--- src/rtl/rr_arb16.sv ---
// Sixteen-way round-robin arbiter with bounded grant hold and one-hot enable decode.
// A grant lasts until its requester drops or MAX_HOLD cycles elapse; one idle cycle always follows.
module rr_arb16 #(
  parameter int MAX_HOLD = 8
) (
  input  logic        clk,
  input  logic        rst,
  input  logic        en,
  input  logic [15:0] req,
  output logic [15:0] gnt,
  output logic [3:0]  gnt_idx,
  output logic        gnt_valid
);

  localparam logic [7:0] HOLD_LIM = 8'(MAX_HOLD);

  typedef enum logic {IDLE, GRANT} state_t;

  state_t      state;
  logic [3:0]  ptr;
  logic [7:0]  hcnt;
  logic [3:0]  winner;
  logic        release_now;

  // First set request strictly after ptr, wrapping; ptr itself is checked last.
  function automatic logic [3:0] rr_pick(input logic [15:0] r, input logic [3:0] p);
    logic [3:0] idx;
    logic       found;
    rr_pick = p;
    found   = 1'b0;
    for (int i = 1; i <= 16; i++) begin
      idx = p + 4'(i);
      if (!found && r[idx]) begin
        rr_pick = idx;
        found   = 1'b1;
      end
    end
  endfunction

  assign winner      = rr_pick(req, ptr);
  assign release_now = !req[gnt_idx] || (hcnt == HOLD_LIM);

  always_ff @(posedge clk) begin
    if (rst) begin
      state     <= IDLE;
      gnt_valid <= 1'b0;
      gnt_idx   <= 4'd0;
      ptr       <= 4'd15;
      hcnt      <= 8'd0;
    end else begin
      case (state)
        IDLE: begin
          if (en && (req != 16'h0000)) begin
            gnt_idx   <= winner;
            ptr       <= winner;
            gnt_valid <= 1'b1;
            hcnt      <= 8'd1;
            state     <= GRANT;
          end else begin
            gnt_valid <= 1'b0;
          end
        end
        GRANT: begin
          // en is deliberately ignored here: an active grant is never revoked by it.
          if (release_now) begin
            gnt_valid <= 1'b0;
            state     <= IDLE;
          end else begin
            hcnt <= hcnt + 8'd1;
          end
        end
        default: begin
          state     <= IDLE;
          gnt_valid <= 1'b0;
        end
      endcase
    end
  end

  // Decode from registered index/valid only, so gnt never follows req combinationally.
  always_comb begin
    gnt = 16'h0000;
    if (gnt_valid) gnt[gnt_idx] = 1'b1;
  end

endmodule

--- config.mk ---
export PLATFORM = sky130hd
export DESIGN_NAME = rr_arb16
export DESIGN_NICKNAME = d
export VERILOG_FILES = /design/src/rtl/rr_arb16.sv
export SDC_FILE = /design/constraint.sdc
export NUM_CORES = 1
export LEC_CHECK = 0
export CORE_MARGIN = 8
export CORE_UTILIZATION = 40
export DETAILED_ROUTE_END_ITERATION = 6
export PLACE_DENSITY = 0.64
export SETUP_SLACK_MARGIN = 0.4
export SYNTH_ARGS = -nofsm -noshare
export SYNTH_HDL_FRONTEND = slang
export SYNTH_SLANG_ARGS = --single-unit
--- constraint.sdc ---
create_clock -name clk -period 7 [get_ports clk]
set_clock_uncertainty 0.15 [all_clocks]
set_input_delay 0.7 -clock clk [delete_from_list [all_inputs] [get_ports clk]]
set_output_delay 0.7 -clock clk [all_outputs]
set_load 0.02 [all_outputs]
==> results.sh <==
export IMPL_outcome="finished, final reports clean"
export IMPL_cts_made_buffers=3
export IMPL_finalSetupViolations=0
export IMPL_path_cells="buf_4 -> clkinv_1 -> ha_1 -> mux4_1 -> mux2i_1 -> mux2i_1 -> or4_4 -> or2_4 -> nor4_1 -> a221oi_1 -> o21ai_0 -> o211ai_1"
export IMPL_mostFrequentLayoutCells="39 x clkdlybuf4s50_1, 35 x mux2i_1, 34 x nand2_1"
export IMPL_cts_setup_buffers=0
export IMPL_cp_buffers_inverters=2
export IMPL_crit_slowest_cell="ha_1"
export IMPL_clock_sinks=18
export IMPL_drt_iter0_markers=367
export IMPL_critical_path_class="reg -> reg"
export IMPL_core_area_um2=8678
export IMPL_fin_tns_setup_ns=0
export IMPL_dr_pass1_iters=5
export IMPL_worst_slew_pin_slew_ns=1.078
export IMPL_pwr_share_comb=0.882
export IMPL_syn_nets=445
export IMPL_power_frac_clock=0.039
export IMPL_fin_crit_ns=5.634
export IMPL_grt_max_degree=38
export IMPL_cp_required_ns=6.97
export IMPL_ys_ff_latch=18
export IMPL_power_share_sequential=0.079
export IMPL_wl_per_cell_um=22.04
export IMPL_cts_hold_buf=0
export IMPL_max_cap_violations=0
export IMPL_cp_start_kind="flip-flop"
export IMPL_clk_pin_slew_ns=0.07
export IMPL_cts_resized=0
export IMPL_worstPathMaxFanout=37
export IMPL_p_int_mw=0.9990
export IMPL_postSynth_asyncResetShare=0
export IMPL_power_density_nw_per_um2=545.1
export IMPL_arrival_ns=5.61
export IMPL_avgViaCountPerCell=6.907
export IMPL_diodes=0
export IMPL_slew_headroom=0.2610
export IMPL_clock_path_buffers=2
export IMPL_crit_family="simple AND/OR/NAND/NOR gates"
export IMPL_routabilityCongestion=0.9584
export IMPL_syn_mean_instance_area_um2=8.536
export IMPL_postSynthCellCount=416
export IMPL_fin_util=0.4678
export IMPL_die_width_um=110.2
export IMPL_critical_path_most_common_cell="mux2i_1"
export IMPL_hold_path_class="reg -> reg"
export IMPL_synth_edf_count=0
export IMPL_num_vias=3771
export IMPL_syn_area_um2=3551
export IMPL_finalWirelength_um=12040
export IMPL_vdd_drop_max_uv=166.6
export IMPL_layout_commonest_cell="clkdlybuf4s50_1"
export IMPL_swShare=0.5486
export IMPL_hold_viol=0
export IMPL_grt_ovfl_total=0
export IMPL_std_cell_rows=34
export IMPL_ys_flop_type="dfxtp_1"
export IMPL_clkLatencyLatePin_ns=0.25
export IMPL_ant_nets=0
export IMPL_fin_crit_sh=0.8049
export IMPL_grtUsageTotal=0.1956
export IMPL_synth_warnings=0
export IMPL_slew_violations=0
export IMPL_leakage_nw=1.438
export IMPL_rsz0062_at_grt="false"
export IMPL_grt_pass1_vias=3576
export IMPL_p_sw_mw=1.214
export IMPL_nets=468
export IMPL_cts_tree="yes"
export IMPL_cts_htree_levels=1
export IMPL_ys_types=68
export IMPL_die_h_um=110.2
export IMPL_setup_reg_to_reg_worst_slack_ns=1.37
export IMPL_drc=0
export IMPL_dp_hpwl_um=8910
export IMPL_drive_gt1_frac=0.1347
export IMPL_max_freq_mhz=177.5
export IMPL_grt_pass1_wl_um=18800
export IMPL_dieArea_um2=12150
export IMPL_critical_path_max_stage_delay_ns=1.02
export IMPL_root_buffer="clkbuf_8"
export IMPL_crit_path_end_kind="flip-flop"
export IMPL_ios=40
export IMPL_area_growth_pct=14.34
export IMPL_port_buffer_count=39
export IMPL_ys_seq_area_frac=0.1015
export IMPL_start_util=0.4092
export IMPL_grt_antenna_before_repair=0
[worst min-delay path, stage by stage, from the launching register on]
cell and delay (ns):
dfxtp_1 0.33, nand4_1 0.07, a21oi_1 0.06
[routing by layer]
layer	wire, µm	vias to the layer above	part of all wire	global-route usage
met5	0	-	0	0
met4	289	0	0.024	0.05899
met3	1216	27	0.10	0.03430
met2	5544	264	0.46	0.3134
met1	4986	1782	0.41	0.2626
li1	-	1698	-	-
[cells by family (layout without fill, tap and decap cells)]
group                      after synthesis  after routing  synth area share
muxes                                   77             77            0.3418
xor gates and xnor gates                16             16           0.03946
AOI/OAI and AO/OA                       89             89            0.1836
and+or+nand+nor                        166            166            0.2509
adders and majority gates               10             10           0.03524
DFF                                     18             18            0.1015
buffers and inverters                   40             62           0.04757
[synthesized netlist by cell type, types with 6 or more instances]
master	n	share of area
xnor2_1	10	0.025
nand2_1	34	0.036
nor2_1	31	0.033
mux4_2	24	0.15
nor4_1	14	0.025
inv_1	9	0.0095
nand3b_1	10	0.021
nand3_1	20	0.028
dfxtp_1	18	0.10
ha_1	10	0.035
o22ai_1	7	0.012
mux4_1	8	0.059
o21ai_0	11	0.016
clkbuf_1	19	0.020
a21oi_1	12	0.017
mux2_2	10	0.032
xor2_1	6	0.015
nor3_1	14	0.020
or2_2	7	0.012
o211ai_1	9	0.019
mux2i_1	35	0.099
[final cells by class]
cell class,count,area (µm²)
clock buffer,4,55.05
sequential,18,360.3
multi-input combinational,358,3022
inverter,12,45.04
timing repair buffer,46,442.9
fill,868,4618
tap,108,135.1
[state kept, by name, summed over array words and instances, names as in the netlist]
| signal | count |
|---|---|
| gnt_idx | 4 |
| gnt_valid | 1 |
| hcnt | 8 |
| ptr | 4 |
| state | 1 |
[power by group through the flow]
stage	registers (mW)	clock network (mW)	logic, mW
global route	0.184	0.0919	2.08
finish	0.176	0.0856	1.95
floorplan	0.162	0	1.47
CTS	0.176	0.0870	1.91
global placement	0.178	0	1.90
detailed placement	0.178	0	1.90
[through the flow]
step	total power [mW]	cell area (µm²)	std cells	setup WS, ns	hold slack, ns
floorplan	1.637	3551	416	1.473	0.3130
global placement	2.078	4005	542	1.660	0.3438
detailed placement	2.077	4005	542	1.556	0.3451
CTS	2.172	4060	546	1.542	0.3623
global route	2.354	4060	546	0.9189	0.3919
finish	2.213	4060	546	1.366	0.3607
[path summary, 6_finish.rpt]
check               from      end  depth (start not counted)
hold / removal     state  hcnt[1]                          2
setup / recovery  ptr[0]   ptr[1]                         12
setup reg to reg  ptr[0]   ptr[1]                         12
hold reg to reg    state  hcnt[1]                          2
No activity file was read; power rests on OpenSTA's default activity.
